<file path="src/rtl/mcyc_pkg.sv">
// Shared encodings for the multicycle MIPS control FSM: state codes, ALU ops,
// PC source selects, trap causes and the opcode/funct values it decodes.
package mcyc_pkg;

    typedef enum logic [4:0] {
        S_IF     = 5'h00,
        S_ID     = 5'h01,
        S_EX_R   = 5'h02,
        S_EX_MEM = 5'h03,
        S_EX_I   = 5'h04,
        S_LUI_WB = 5'h05,
        S_EX_BEQ = 5'h06,
        S_EX_BNE = 5'h07,
        S_EX_JR  = 5'h08,
        S_EX_JAL = 5'h09,
        S_EX_J   = 5'h0A,
        S_MEM_RD = 5'h0B,
        S_MEM_WR = 5'h0C,
        S_WB_R   = 5'h0D,
        S_WB_I   = 5'h0E,
        S_WB_LW  = 5'h0F,
        S_TRAP   = 5'h10
    } state_t;

    typedef enum logic [2:0] {
        ALU_AND = 3'b000,
        ALU_OR  = 3'b001,
        ALU_ADD = 3'b010,
        ALU_XOR = 3'b011,
        ALU_NOR = 3'b100,
        ALU_SRL = 3'b101,
        ALU_SUB = 3'b110,
        ALU_SLT = 3'b111
    } alu_op_t;

    typedef enum logic [2:0] {
        PC_ALU    = 3'b000,
        PC_ALUOUT = 3'b001,
        PC_JUMP   = 3'b010,
        PC_RS     = 3'b011,
        PC_EXC    = 3'b100
    } pc_src_t;

    typedef enum logic [1:0] {
        CAUSE_ILL   = 2'b00,
        CAUSE_OVF   = 2'b01,
        CAUSE_MEMTO = 2'b10,
        CAUSE_INT   = 2'b11
    } cause_t;

    localparam logic [5:0] OP_RTYPE = 6'b000000;
    localparam logic [5:0] OP_J     = 6'b000010;
    localparam logic [5:0] OP_JAL   = 6'b000011;
    localparam logic [5:0] OP_BEQ   = 6'b000100;
    localparam logic [5:0] OP_BNE   = 6'b000101;
    localparam logic [5:0] OP_ADDI  = 6'b001000;
    localparam logic [5:0] OP_SLTI  = 6'b001010;
    localparam logic [5:0] OP_ANDI  = 6'b001100;
    localparam logic [5:0] OP_ORI   = 6'b001101;
    localparam logic [5:0] OP_XORI  = 6'b001110;
    localparam logic [5:0] OP_LUI   = 6'b001111;
    localparam logic [5:0] OP_LW    = 6'b100011;
    localparam logic [5:0] OP_SW    = 6'b101011;

    localparam logic [5:0] F_SRL = 6'b000010;
    localparam logic [5:0] F_JR  = 6'b001000;
    localparam logic [5:0] F_ADD = 6'b100000;
    localparam logic [5:0] F_SUB = 6'b100010;
    localparam logic [5:0] F_AND = 6'b100100;
    localparam logic [5:0] F_OR  = 6'b100101;
    localparam logic [5:0] F_XOR = 6'b100110;
    localparam logic [5:0] F_NOR = 6'b100111;
    localparam logic [5:0] F_SLT = 6'b101010;

endpackage

</file>
<file path="src/rtl/mcyc_wait_timer.sv">
// Counts consecutive not-ready cycles of one memory access and flags the
// cycle on which the access has waited MEM_TIMEOUT cycles without completing.
module mcyc_wait_timer #(
    parameter int MEM_TIMEOUT = 16,
    parameter int TO_W        = 8
) (
    input  logic clk,
    input  logic reset,
    input  logic en,
    input  logic ready,
    input  logic clear,
    output logic timeout
);

    logic [TO_W-1:0] count;

    // NOTE: sequential state is updated with <= so every flop samples pre-edge values.
    always_ff @(posedge clk or negedge reset) begin
        if (!reset) begin
            count <= '0;
        end else if (clear) begin
            count <= '0;
        end else if (en) begin
            count <= ready ? '0 : count + 1'b1;
        end
    end

    // A completing access never times out, even on the limit cycle.
    assign timeout = (MEM_TIMEOUT != 0) && en && !ready &&
                     (count == TO_W'(MEM_TIMEOUT));

endmodule

</file>
<file path="src/rtl/mcyc_ctrl_exc.sv">
// Multicycle MIPS control FSM with precise traps (illegal, overflow, memory
// timeout) and interrupts taken only at instruction boundaries.
module mcyc_ctrl_exc
    import mcyc_pkg::*;
#(
    parameter int MEM_TIMEOUT = 16,
    parameter int OVF_TRAP    = 1,
    parameter int TO_W        = 8
) (
    input  logic        clk,
    input  logic        reset,
    input  logic [31:0] Inst_in,
    input  logic        zero,
    input  logic        overflow,
    input  logic        MIO_ready,
    input  logic        int_req,
    output logic        MemRead,
    output logic        MemWrite,
    output logic        CPU_MIO,
    output logic        IorD,
    output logic        IRWrite,
    output logic        RegWrite,
    output logic        ALUSrcA,
    output logic        PCWrite,
    output logic        PCWriteCond,
    output logic        Branch,
    output logic [1:0]  RegDst,
    output logic [1:0]  MemtoReg,
    output logic [1:0]  ALUSrcB,
    output logic [2:0]  PCSource,
    output logic [2:0]  ALU_operation,
    output logic        EPCWrite,
    output logic        CauseWrite,
    output logic [1:0]  cause,
    output logic        int_ack,
    output logic [4:0]  state_out
);

    state_t     state, next_state;
    cause_t     cause_q, trap_cause;
    alu_op_t    alu_op;
    pc_src_t    pc_src;
    logic       boundary;
    logic       mem_state;
    logic       timeout;
    logic [5:0] opcode;
    logic [5:0] funct;
    logic       unused_inputs;

    assign opcode = Inst_in[31:26];
    assign funct  = Inst_in[5:0];
    // Branch resolution happens in the datapath from zero and Branch.
    assign unused_inputs = ^{Inst_in[25:6], zero};

    assign mem_state = (state == S_IF) || (state == S_MEM_RD) || (state == S_MEM_WR);

    mcyc_wait_timer #(
        .MEM_TIMEOUT (MEM_TIMEOUT),
        .TO_W        (TO_W)
    ) u_wait_timer (
        .clk     (clk),
        .reset   (reset),
        .en      (mem_state),
        .ready   (MIO_ready),
        .clear   (state == S_TRAP),
        .timeout (timeout)
    );

    always_ff @(posedge clk or negedge reset) begin
        if (!reset) begin
            state   <= S_IF;
            cause_q <= CAUSE_ILL;
        end else begin
            state <= next_state;
            if (next_state == S_TRAP) begin
                cause_q <= trap_cause;
            end
        end
    end

    // NOTE: every signal gets a default before the case, so no path can infer a latch.
    always_comb begin
        next_state  = S_IF;
        trap_cause  = CAUSE_ILL;
        boundary    = 1'b0;
        alu_op      = ALU_AND;
        pc_src      = PC_ALU;
        MemRead     = 1'b0;
        MemWrite    = 1'b0;
        CPU_MIO     = 1'b0;
        IorD        = 1'b0;
        IRWrite     = 1'b0;
        RegWrite    = 1'b0;
        ALUSrcA     = 1'b0;
        PCWrite     = 1'b0;
        PCWriteCond = 1'b0;
        Branch      = 1'b0;
        RegDst      = 2'b00;
        MemtoReg    = 2'b00;
        ALUSrcB     = 2'b00;
        EPCWrite    = 1'b0;
        CauseWrite  = 1'b0;
        int_ack     = 1'b0;

        case (state)
            S_IF: begin
                MemRead = 1'b1;
                IRWrite = MIO_ready;
                CPU_MIO = 1'b1;
                ALUSrcB = 2'b01;
                alu_op  = ALU_ADD;
                PCWrite = MIO_ready;
                if (MIO_ready)    next_state = S_ID;
                else if (timeout) begin next_state = S_TRAP; trap_cause = CAUSE_MEMTO; end
                else              next_state = S_IF;
            end
            S_ID: begin
                ALUSrcB = 2'b11;
                alu_op  = ALU_ADD;
                case (opcode)
                    OP_RTYPE:                          next_state = (funct == F_JR) ? S_EX_JR : S_EX_R;
                    OP_LW, OP_SW:                      next_state = S_EX_MEM;
                    OP_ADDI, OP_ANDI, OP_ORI,
                    OP_XORI, OP_SLTI:                  next_state = S_EX_I;
                    OP_LUI:                            next_state = S_LUI_WB;
                    OP_J:                              next_state = S_EX_J;
                    OP_JAL:                            next_state = S_EX_JAL;
                    OP_BEQ:                            next_state = S_EX_BEQ;
                    OP_BNE:                            next_state = S_EX_BNE;
                    default: begin next_state = S_TRAP; trap_cause = CAUSE_ILL; end
                endcase
            end
            S_EX_MEM: begin
                ALUSrcA    = 1'b1;
                ALUSrcB    = 2'b10;
                alu_op     = ALU_ADD;
                next_state = (opcode == OP_SW) ? S_MEM_WR : S_MEM_RD;
            end
            S_MEM_RD: begin
                MemRead = 1'b1;
                IorD    = 1'b1;
                CPU_MIO = 1'b1;
                if (MIO_ready)    next_state = S_WB_LW;
                else if (timeout) begin next_state = S_TRAP; trap_cause = CAUSE_MEMTO; end
                else              next_state = S_MEM_RD;
            end
            S_MEM_WR: begin
                MemWrite = 1'b1;
                IorD     = 1'b1;
                CPU_MIO  = 1'b1;
                if (MIO_ready)    boundary = 1'b1;
                else if (timeout) begin next_state = S_TRAP; trap_cause = CAUSE_MEMTO; end
                else              next_state = S_MEM_WR;
            end
            S_WB_LW: begin
                RegWrite = 1'b1;
                MemtoReg = 2'b01;
                boundary = 1'b1;
            end
            S_EX_R: begin
                ALUSrcA = 1'b1;
                case (funct)
                    F_SUB:   alu_op = ALU_SUB;
                    F_AND:   alu_op = ALU_AND;
                    F_OR:    alu_op = ALU_OR;
                    F_NOR:   alu_op = ALU_NOR;
                    F_SLT:   alu_op = ALU_SLT;
                    F_SRL:   alu_op = ALU_SRL;
                    F_XOR:   alu_op = ALU_XOR;
                    default: alu_op = ALU_ADD;
                endcase
                // Trapping here keeps the faulting result out of the register file.
                if ((OVF_TRAP != 0) && overflow && ((funct == F_ADD) || (funct == F_SUB))) begin
                    next_state = S_TRAP;
                    trap_cause = CAUSE_OVF;
                end else begin
                    next_state = S_WB_R;
                end
            end
            S_WB_R: begin
                RegWrite = 1'b1;
                RegDst   = 2'b01;
                boundary = 1'b1;
            end
            S_EX_I: begin
                ALUSrcA = 1'b1;
                ALUSrcB = 2'b10;
                case (opcode)
                    OP_ANDI: alu_op = ALU_AND;
                    OP_ORI:  alu_op = ALU_OR;
                    OP_XORI: alu_op = ALU_XOR;
                    OP_SLTI: alu_op = ALU_SLT;
                    default: alu_op = ALU_ADD;
                endcase
                if ((OVF_TRAP != 0) && overflow && (opcode == OP_ADDI)) begin
                    next_state = S_TRAP;
                    trap_cause = CAUSE_OVF;
                end else begin
                    next_state = S_WB_I;
                end
            end
            S_WB_I: begin
                RegWrite = 1'b1;
                boundary = 1'b1;
            end
            S_LUI_WB: begin
                RegWrite = 1'b1;
                MemtoReg = 2'b10;
                boundary = 1'b1;
            end
            S_EX_BEQ, S_EX_BNE: begin
                ALUSrcA     = 1'b1;
                alu_op      = ALU_SUB;
                PCWriteCond = 1'b1;
                pc_src      = PC_ALUOUT;
                Branch      = (state == S_EX_BEQ);
                boundary    = 1'b1;
            end
            S_EX_J: begin
                PCWrite  = 1'b1;
                pc_src   = PC_JUMP;
                boundary = 1'b1;
            end
            S_EX_JR: begin
                PCWrite  = 1'b1;
                pc_src   = PC_RS;
                boundary = 1'b1;
            end
            S_EX_JAL: begin
                PCWrite  = 1'b1;
                pc_src   = PC_JUMP;
                RegWrite = 1'b1;
                RegDst   = 2'b10;
                MemtoReg = 2'b11;
                boundary = 1'b1;
            end
            S_TRAP: begin
                EPCWrite   = 1'b1;
                CauseWrite = 1'b1;
                PCWrite    = 1'b1;
                pc_src     = PC_EXC;
                int_ack    = (cause_q == CAUSE_INT);
                next_state = S_IF;
            end
            default: begin
                next_state = S_TRAP;
                trap_cause = CAUSE_ILL;
            end
        endcase

        // Interrupts are only taken once the current instruction has fully retired.
        if (boundary) begin
            if (int_req) begin
                next_state = S_TRAP;
                trap_cause = CAUSE_INT;
            end else begin
                next_state = S_IF;
            end
        end
    end

    assign ALU_operation = alu_op;
    assign PCSource      = pc_src;
    assign cause         = cause_q;
    assign state_out     = state;

endmodule
</file>
<file path="config.mk">
export PLATFORM = sky130hd
export DESIGN_NAME = mcyc_ctrl_exc
export DESIGN_NICKNAME = d
export VERILOG_FILES = /design/src/rtl/mcyc_pkg.sv /design/src/rtl/mcyc_wait_timer.sv /design/src/rtl/mcyc_ctrl_exc.sv
export SDC_FILE = /design/constraint.sdc
export NUM_CORES = 1
export LEC_CHECK = 0
export BUFFER_PORTS_ARGS = -buffer_cell sky130_fd_sc_hd__buf_2
export CAP_MARGIN = 20
export CORE_MARGIN = 2
export CORE_UTILIZATION = 45
export DETAILED_ROUTE_END_ITERATION = 10
export PLACE_DENSITY = 0.75
export RECOVER_POWER = 100
export SLEW_MARGIN = 20
export SYNTH_ARGS = -nofsm -noshare
export SYNTH_HDL_FRONTEND = slang
export SYNTH_SLANG_ARGS = --single-unit
export TNS_END_PERCENT = 1
</file>
<file path="constraint.sdc">
create_clock -name clk -period 5.1 [get_ports clk]
set_input_delay 0.255 -clock clk [delete_from_list [all_inputs] [get_ports clk]]
set_output_delay 0.255 -clock clk [all_outputs]
set_load 0.02 [all_outputs]
</file>
==> results by group <==
Run status
  – Run status: completed

CTS
  – Post-CTS setup buffer count: 0
  – CTS buffer count: 3
  – Clk pin slew, worst setup/hold paths: approximately 80 ps
  – Post-CTS Resized: 0
  – H-tree lvl count: 1
  – # clock sinks: 15
  – Root buffer cell: clkbuf_4
  – CTS Buffer Depth: 2
  – Worst-Skew Late Latency: 270 ps
  – CTS tree: built

Floorplan
  – Core Region: approximately 3300 sq um
  – DIE HEIGHT: 62.7 microns
  – Row cnt: 21
  – Die area: 3930 sq um
  – Top Ports: 70
  – Effective utilization at floorplan: a little under half
  – Width of the die: 62.7 microns

Worst hold path
  – Hold crit path type: in -> reg

Timing
  – Count of final hold-check violations: 0
  – Slew margin rel.: 34.0%
  – RSZ-0062 raised after global routing: no
  – Worst-Margin Slew: between 900 and 1000 ps
  – Minimum clock period: ~2700 ps
  – Endpoints failing setup: 0
  – Setup tns final: 0 ps
  – Max Clock Skew: between 1.5 and 2 ps
  – Setup WS post-layout: roughly 2400 ps
  – Number of max-slew violations in the final report: 0
  – Final worst-path cycle share: about 52%
  – Fmax: roughly 0.37 GHz

Setup path
  – Critical Path AT: between 2000 and 2500 ps
  – Critical-path maximum fanout: 20
  – Critical Path RT: slightly below 5000 ps
  – Startpoint Class: register
  – Crit end category: output port
  – CP Class: reg -> out

Pwr
  – Peak VDD IR: 0.161 mV
  – PwrDens: 516 nW/um^2
  – P_leak: roughly 0.76 nW
  – Total power: 0.906 mW

Synth
  – Post-synthesis area per instance: about 7.3 sq um
  – Share of the synthesized area in the top cell type: 24.2%
  – Unique cell type count in the Yosys netlist: 54
  – Flops & latches, synth: 15
  – Syn Nets: about 250
  – Ys Warns: 0
  – Top_reg_cell synth: dfrtp_1
  – Post-Syn Area: 1550 sq um
  – Post-synth ARST share: between 90% and 100%
  – Cells after Synth: 213
  – Register area share after synthesis: roughly a quarter
  – Post-synth EDFFs: 0
  – Top post-synthesis cells by area: dfrtp_1 24%, o21ai_0 6.8%, nand2_1 6.5%
  – Biggest area consumer among synthesized cells: dfrtp_1

Global routing
  – Largest net degree at the start of global routing: 22
  – GRT overflow: 0
  – Initial antenna violation count: 0
  – First-pass GRT wire length: between 6000 and 7000 microns
  – Global-route usage over all layers: between 10% and 20%
  – Vias in the first global route: ~1400

Drt
  – Routed WL per cell: 12.8 microns
  – ANT nets after route: 0
  – Drt pass-1 iters: 4
  – Via Count: 1694
  – Routed WL: approximately 3800 microns
  – Vias per cell: 5.63
  – DRC: 0
  – 1st-iter DRT viols: a little over 100

Place
  – Pre-CTS setup slack: approximately 2900 ps
  – RePlAce Congestion: 0.819
  – PortBufs: 48
  – Dpl cell area: around 1800 sq um
  – Post-DP HPWL: 2920 microns

Layout
  – Layout area overhead: 13.3%
  – Fill cells: approximately 370
  – Final Instance Area: around 1800 sq um
  – Most common cell after layout, fill and taps aside: clkbuf_1
  – Most frequent cells in the layout: 30 x clkbuf_1, 27 x nand2_1, 21 x o21ai_0
  – Layout Nets: between 200 and 300
  – Ant. Diodes: 0
  – Layout cells sized above 1: 10.2%

Run
  – Max Cap Viol: 0
-- cell usage after synthesis, types with 2 or more instances --
library cell	instances
nand3_1	14
nor3_1	4
or4b_1	2
xor2_1	2
a2bb2oi_1	2
nor3b_1	2
dfrtp_1	15
nor4_1	2
clkbuf_1	6
o21ai_0	21
o31ai_1	3
ha_1	2
nor2_1	20
nand2b_1	8
inv_1	10
nor2b_1	6
and2_1	2
buf_2	2
or3_1	3
a21oi_1	7
nor3_2	2
a31oi_1	5
o211ai_1	2
nand2_1	27
xnor2_1	2
buf_4	2
nand4_1	5
nand3b_1	3
and3_1	7
-- routing by layer --
layer	wire [microns]	track usage [%]
met5	0	0
met4	37	6.67
met3	236	2.70
met2	1780	30.6
met1	1790	25.3
-- registers in the layout (all words and copies together) (netlist names) --
| signal | cells |
|---|---|
| u_wait_timer.count | 8 |
| state_out | 5 |
| cause | 2 |
-- worst paths after layout --
kind                                                         from                                end  slack (ps)  depth (start not counted)
worst min register to register  u_wait_timer.count[7]$_DFFE_PN0P_  u_wait_timer.count[7]$_DFFE_PN0P_         490                          1
worst max-delay path                       state_out[2]$_DFF_PN0_                            int_ack        2420                          4
max in group asynchronous                                   reset               cause[0]$_DFFE_PN0N_        4030                          2
worst max register to register             state_out[2]$_DFF_PN0_             state_out[1]$_DFF_PN0_        2530                          4
min in group asynchronous                                   reset  u_wait_timer.count[5]$_DFFE_PN0P_         580                          2
worst min-delay path                                      int_req             state_out[4]$_DFF_PN0_         220                          3
-- kinds of logic (layout without fill, tap and decap cells) --
kind of cell,Yosys count,in the layout,synth area share (%)
buf+inv,21,63,6.21
fa+ha+maj,2,2,1.61
simple gates,113,113,40.7
flops,15,15,24.2
compound gates,56,56,23.6
xor+xnor,4,4,2.26
mux,2,2,1.37
-- critical path: stages, from the launching register on --
cell and delay, ps:
dfrtp_1 610, nor4_1 880, and2_0 270, and3_1 160, clkbuf_1 230
-- power breakdown --
| group | leakage [nW] | total, mW | switching [mW] | internal [mW] |
|---|---|---|---|---|
| combinational | 0.545 | 0.599 | 0.390 | 0.209 |
| clock | 0.0150 | 0.0657 | 0.0354 | 0.0303 |
| sequential | 0.203 | 0.241 | 0.0925 | 0.149 |
| total | 0.763 | 0.906 | 0.518 | 0.388 |
-- per-stage QoR --
step	cells	utilization [%]	hold slack [ps]
2_1_floorplan	213	-	-40.6
3_3_place_gp	296	54.0	170
3_5_place_dp	296	54.0	172
4_1_cts	301	55.1	210
5_1_grt	301	53.1	229
6_report	301	53.1	220
-- final cells by class --
cell class	count	area, sq um	area share, %
Clock buffer	4	26.3	1.50
Inverter	10	37.5	2.14
Multi-Input combinational cell	177	1050	59.5
Sequential cell	15	375	21.4
Tap cell	46	57.6	3.28
Timing Repair Buffer	49	214	12.2
-- what timing repair did --
item / 4_1_cts / 5_1_grt
hold endpoints to repair: 15 / 0
hold buffers: 1 / 0
endpoints found under the setup margin: 0 / 0
(Power assumes the default switching activity.)
